<file path="src/rtl/counter_readout.sv">
// Snapshot reader for the banked event counters: latches all counters on a trigger,
// streams per-counter deltas as a header plus data words, and issues counter clear pulses.
module counter_readout #(
    parameter int unsigned NCOUNTERS  = 3,
    parameter int unsigned WIDTH      = 48,
    parameter int unsigned WORD       = 16,
    parameter int unsigned CLR_CYCLES = 3
) (
    input  logic                         clk,
    input  logic                         rst,
    input  logic [NCOUNTERS*WIDTH-1:0]   counters,
    output logic [NCOUNTERS-1:0]         load,
    input  logic                         trigger,
    input  logic                         clear_req,
    output logic [WORD-1:0]              m_data,
    output logic                         m_valid,
    output logic                         m_last,
    input  logic                         m_ready,
    output logic                         busy
);

    localparam int unsigned WPC = WIDTH / WORD;
    localparam int unsigned NW  = NCOUNTERS * WPC;
    localparam int unsigned CW  = (NCOUNTERS > 1) ? $clog2(NCOUNTERS) : 1;
    localparam int unsigned WW  = (WPC > 1) ? $clog2(WPC) : 1;
    localparam int unsigned TW  = (CLR_CYCLES > 0) ? $clog2(CLR_CYCLES + 1) : 1;

    typedef enum logic [1:0] {StIdle, StHdr, StData, StClr} state_e;

    state_e                           state_q;
    logic [NCOUNTERS-1:0][WIDTH-1:0]  prev_q;
    logic [NCOUNTERS-1:0][WIDTH-1:0]  snap_q;
    logic [7:0]                       seq_q;
    logic [7:0]                       dropped_q;
    logic [CW-1:0]                    cidx_q;
    logic [WW-1:0]                    widx_q;
    logic [TW-1:0]                    clr_cnt_q;

    logic [7:0]      dropped_inc;
    logic            last_word;
    logic [CW-1:0]   nxt_cidx;
    logic [WW-1:0]   nxt_widx;
    logic            nxt_last;
    logic [WORD-1:0] hdr_word;

    // Most-significant word of each counter goes out first.
    function automatic logic [WORD-1:0] pick(input logic [NCOUNTERS-1:0][WIDTH-1:0] s,
                                             input logic [CW-1:0] c,
                                             input logic [WW-1:0] w);
        int unsigned base;
        base = (WPC - 1 - 32'(w)) * WORD;
        return s[c][base +: WORD];
    endfunction

    always_comb begin
        dropped_inc = (dropped_q == 8'hFF) ? dropped_q : dropped_q + 8'd1;
        last_word   = (cidx_q == CW'(NCOUNTERS - 1)) && (widx_q == WW'(WPC - 1));
        nxt_cidx    = cidx_q;
        nxt_widx    = widx_q + WW'(1);
        if (widx_q == WW'(WPC - 1)) begin
            nxt_cidx = cidx_q + CW'(1);
            nxt_widx = '0;
        end
        nxt_last        = (nxt_cidx == CW'(NCOUNTERS - 1)) && (nxt_widx == WW'(WPC - 1));
        hdr_word        = '0;
        hdr_word[15:0]  = {seq_q, dropped_q};
    end

    always_ff @(posedge clk or negedge rst) begin
        if (!rst) begin
            state_q   <= StIdle;
            prev_q    <= '0;
            snap_q    <= '0;
            seq_q     <= '0;
            dropped_q <= '0;
            cidx_q    <= '0;
            widx_q    <= '0;
            clr_cnt_q <= '0;
            load      <= '0;
            m_data    <= '0;
            m_valid   <= 1'b0;
            m_last    <= 1'b0;
        end else begin
            load <= '0;
            unique case (state_q)
                StIdle: begin
                    if (clear_req) begin
                        load      <= '1;
                        prev_q    <= '0;
                        clr_cnt_q <= TW'(CLR_CYCLES);
                        state_q   <= StClr;
                        if (trigger) dropped_q <= dropped_inc;
                    end else if (trigger) begin
                        for (int unsigned i = 0; i < NCOUNTERS; i++) begin
                            snap_q[i] <= counters[i*WIDTH +: WIDTH] - prev_q[i];
                            prev_q[i] <= counters[i*WIDTH +: WIDTH];
                        end
                        m_data  <= hdr_word;
                        m_valid <= 1'b1;
                        m_last  <= 1'b0;
                        state_q <= StHdr;
                    end
                end
                StHdr: begin
                    if (m_ready) begin
                        // A trigger in the accepting cycle survives the clear.
                        dropped_q <= trigger ? 8'd1 : 8'd0;
                        cidx_q    <= '0;
                        widx_q    <= '0;
                        m_data    <= pick(snap_q, '0, '0);
                        m_last    <= (NW == 1);
                        state_q   <= StData;
                    end else if (trigger) begin
                        dropped_q <= dropped_inc;
                    end
                end
                StData: begin
                    if (trigger) dropped_q <= dropped_inc;
                    if (m_ready) begin
                        if (last_word) begin
                            m_valid <= 1'b0;
                            m_last  <= 1'b0;
                            seq_q   <= seq_q + 8'd1;
                            state_q <= StIdle;
                        end else begin
                            cidx_q <= nxt_cidx;
                            widx_q <= nxt_widx;
                            m_data <= pick(snap_q, nxt_cidx, nxt_widx);
                            m_last <= nxt_last;
                        end
                    end
                end
                StClr: begin
                    if (trigger) dropped_q <= dropped_inc;
                    if (clr_cnt_q == '0) state_q <= StIdle;
                    else                 clr_cnt_q <= clr_cnt_q - TW'(1);
                end
                default: state_q <= StIdle;
            endcase
        end
    end

    assign busy = (state_q != StIdle);

endmodule
</file>
<file path="config.mk">
export PLATFORM = sky130hd
export DESIGN_NAME = counter_readout
export DESIGN_NICKNAME = d
export VERILOG_FILES = /design/src/rtl/counter_readout.sv
export SDC_FILE = /design/constraint.sdc
export NUM_CORES = 1
export LEC_CHECK = 0
export ABC_AREA = 1
export CORE_ASPECT_RATIO = 1.2
export CORE_MARGIN = 5
export CORE_UTILIZATION = 50
export DETAILED_ROUTE_END_ITERATION = 16
export PLACE_DENSITY = 0.69
export SYNTH_ARGS = -nofsm -noshare
export SYNTH_HDL_FRONTEND = slang
export SYNTH_SLANG_ARGS = --single-unit
</file>
<file path="constraint.sdc">
create_clock -name clk -period 3.3 [get_ports clk]
set_input_delay 0.66 -clock clk [delete_from_list [all_inputs] [get_ports clk]]
set_output_delay 0.66 -clock clk [all_outputs]
set_load 0.005 [all_outputs]
</file>
==> key figures <==
Synthesis
  – Synth top cells by count: nand2_1 (1,887), inv_1 (992), nand3_1 (364)
  – Post-synth ARST share: 100.0%
  – Syn_nets: 5,013
  – Primary FF master, synth: dfrtp_1
  – Number of flops mapped to enable cells by yosys: 0
  – Synth Cell Area: 27,900 um2
  – Seq/Total Area, Yosys: 29.69%
  – Syn Inst Count: 4,710
  – Mean Syn Cell Area: 5.923 um2
  – Ys Warns: 0
  – Most frequent cell after synthesis: nand2_1
  – Top-area cell type share of the netlist area: 29.69%
  – Post-synthesis cell type count: 39
  – Cell taking the most area after synthesis: dfrtp_1
  – Synth area leaders: dfrtp_1 (30%), nand2_1 (25%), inv_1 (13%)
  – Synthesized flop and latch total: 331

Detailed routing
  – WL per Instance: 15.70 um
  – First DRT Iteration DRCs: 2,289
  – Antenna-violating nets left: 0
  – Drc violations: 0
  – Final wirelength: 88.00 mm
  – Vias: 27,953
  – Pre-antenna DRT Iters: 6
  – Vias per cell: 4.987

STA
  – Crit path time final: 2.650 ns
  – Fin Clk Skew: 0.02088 ns
  – Worst-margin pin slew: 0.7407 ns
  – Rel. slew slack: 50.45%
  – Final Max Tran Viols: 0
  – Final setup vio count: 0
  – Max frequency: 377.3 MHz
  – RSZ-0062 raised after global routing: false
  – Final Cycle Share: 80.32%
  – Fin Setup TNS: 0 ns
  – Final Hold Viols: 0

Critical path
  – Crit path launch type: flop
  – Critical path required time: 2.64 ns
  – Crit end category: output pin
  – Critical Setup Path Class: flop to output pin
  – CP Launch Point: state_q[0]
  – R2r startpoint: state_q[1]
  – Maximum fanout along the worst path: 8
  – CP arrival: 1.99 ns
  – Slowest CP cell: clkdlybuf4s50_1
  – Buf/Inv on CP: 3
  – Kind of cell adding the most delay to the critical path: buffers and inverters
  – Cell breakdown of the critical path: inv_1, ha_1, inv_2, clkdlybuf4s50_1
  – CP max stage delay: 0.53 ns

Final layout
  – Register area: 8283 um2
  – Final #Nets: 5,163
  – Layout Utilization: 57.84%
  – Share of post-route cells with drive strength above 1: 3.234%
  – Diode count: 0
  – Filler cell count: 5,661
  – Layout area overhead: 14.12%
  – Multi-input gate area: 15,370 um2

Global routing
  – Total congestion overflow: 0
  – First-pass GRT wire length: 141.0 mm
  – GRT Total Usage: 28.84%
  – Largest net degree at the start of global routing: 145
  – Initial antenna violation count: 0
  – Number of global-route vias before repair: 26,745

Place
  – Hpwl dp: 70.89 mm
  – I/O Buffers: 170
  – GPL Wtd Cong: 0.9984

Clock tree
  – Post-CTS Hold Buffers: 0
  – Reg clk slew, reported paths: 0.06 ns
  – Post-cts resize count: 0
  – Worst-skew pair later-pin latency: 0.57 ns
  – Clock H-tree levels: 2
  – Num CTS Buffers: 40
  – Number of setup buffers added after CTS: 0
  – CTS tree: done
  – Clock tree buffer depth: 3
  – Clk sinks: 331
  – Clock root cell: clkbuf_16

Floorplan
  – Core area: 55,040 um2
  – FP Rows: 94
  – Die Y: 268.8 um
  – Die ar.: 60,640 um2
  – IO Pins: 171
  – Die span in x: 225.6 um
  – Initial Util: 50.68%

Status
  – Status: finished clean

Power
  – Max IR drop VDD: 0.5536 mV
  – Pleak: 0.01791 uW
  – Pwr dens: 900.5 nW/um2

Job
  – Max Cap Violations: 0

Hold path
  – Hold Path Class: input port to asynchronous set/reset pin
[power by group]
part | internal [uW] | switching (uW)
clock | 2920 | 1810
combinational | 5700 | 11500
sequential | 5820 | 922
[layout by cell type (no fill, tap or decap), types with 3 or more instances in the layout]
cell type / instances
buf_4: 30
clkbuf_1: 4
nand3b_1: 31
inv_1: 991
o21ai_0: 227
nand2_4: 3
ha_1: 151
buf_12: 11
bufinv_16: 6
o22ai_1: 11
a21oi_1: 132
and3_1: 6
inv_2: 6
dfrtp_1: 331
or2_2: 32
nand4_1: 37
nor2_1: 283
clkbuf_8: 9
clkdlybuf4s50_1: 169
clkbuf_16: 41
xnor2_1: 32
nor3_1: 25
nand3_1: 364
o21bai_1: 9
xor2_1: 13
clkinv_2: 5
fa_1: 3
nand2_1: 1886
and2_1: 15
[cell families after synthesis]
| logic type | share of synthesized area [%] |
|---|---|
| DFF | 29.69 |
| AOI/OAI and AO/OA | 7.225 |
| buffers and inverters | 15.28 |
| and+or+nand+nor | 39.40 |
| adders and majority gates | 6.987 |
| xor gates and xnor gates | 1.413 |
[state kept, by name, indices dropped and copies added (netlist names)]
register,cells
widx_q,2
state_q,2
prev_q,144
m_data,16
clr_cnt_q,2
snap_q,144
dropped_q,8
m_last,1
m_valid,1
cidx_q,2
load,1
seq_q,8
[path summary, 6_finish.rpt]
kind                              endpoint  slack, ns  cells after the start
worst max-delay path                  busy       0.65                      4
worst min-delay path            prev_q[95]       0.07                      1
worst max register to register  snap_q[93]       0.76                      9
worst min register to register  snap_q[93]       0.48                      2
max in group asynchronous       prev_q[82]       2.31                      2
min in group clk                snap_q[93]       0.48                      2
[layer usage]
layer  vias up  routed length, um  GRT usage (%)
met5         -                  0              0
li1      14510                  -              -
met1     12535              38080          37.44
met3       196               4236          3.081
met2       712              41520          49.51
met4         0               4153          11.52
[final cells by class]
cell class / instances / area share (%)
Inverter: 998 / 11.77
Clock inverter: 13 / 0.6956
Clock buffer: 54 / 3.659
Multi-Input combinational cell: 3278 / 48.27
Timing Repair Buffer: 211 / 6.759
Tap cell: 720 / 2.830
Sequential cell: 331 / 26.02
[worst reg2reg max path: stages, from the launching register on]
cell     delay (ns)
dfrtp_1        0.42
inv_1          0.12
ha_1           0.21
inv_2          0.10
nor2_1         0.27
inv_2          0.17
nor2_4         0.32
buf_4          0.53
nand3_1        0.25
nand2_1        0.10
[per-stage QoR]
stage          power [uW]  cells  hold WS, ns  instance area, um2  setup WS (ns)
6_report            28670   5605      0.07252               31840         0.6496
5_1_grt             31400   5605       0.1198               31840         0.4865
4_1_cts             28680   5605      0.08349               31840         0.6072
3_5_place_dp        23770   5538       0.4668               30450         0.1102
3_3_place_gp        23610   5538       0.4648               30450         0.1215
2_1_floorplan       18520   4710       0.3644               27900         0.9543
Note: power is estimated with default switching activity, not from simulation.
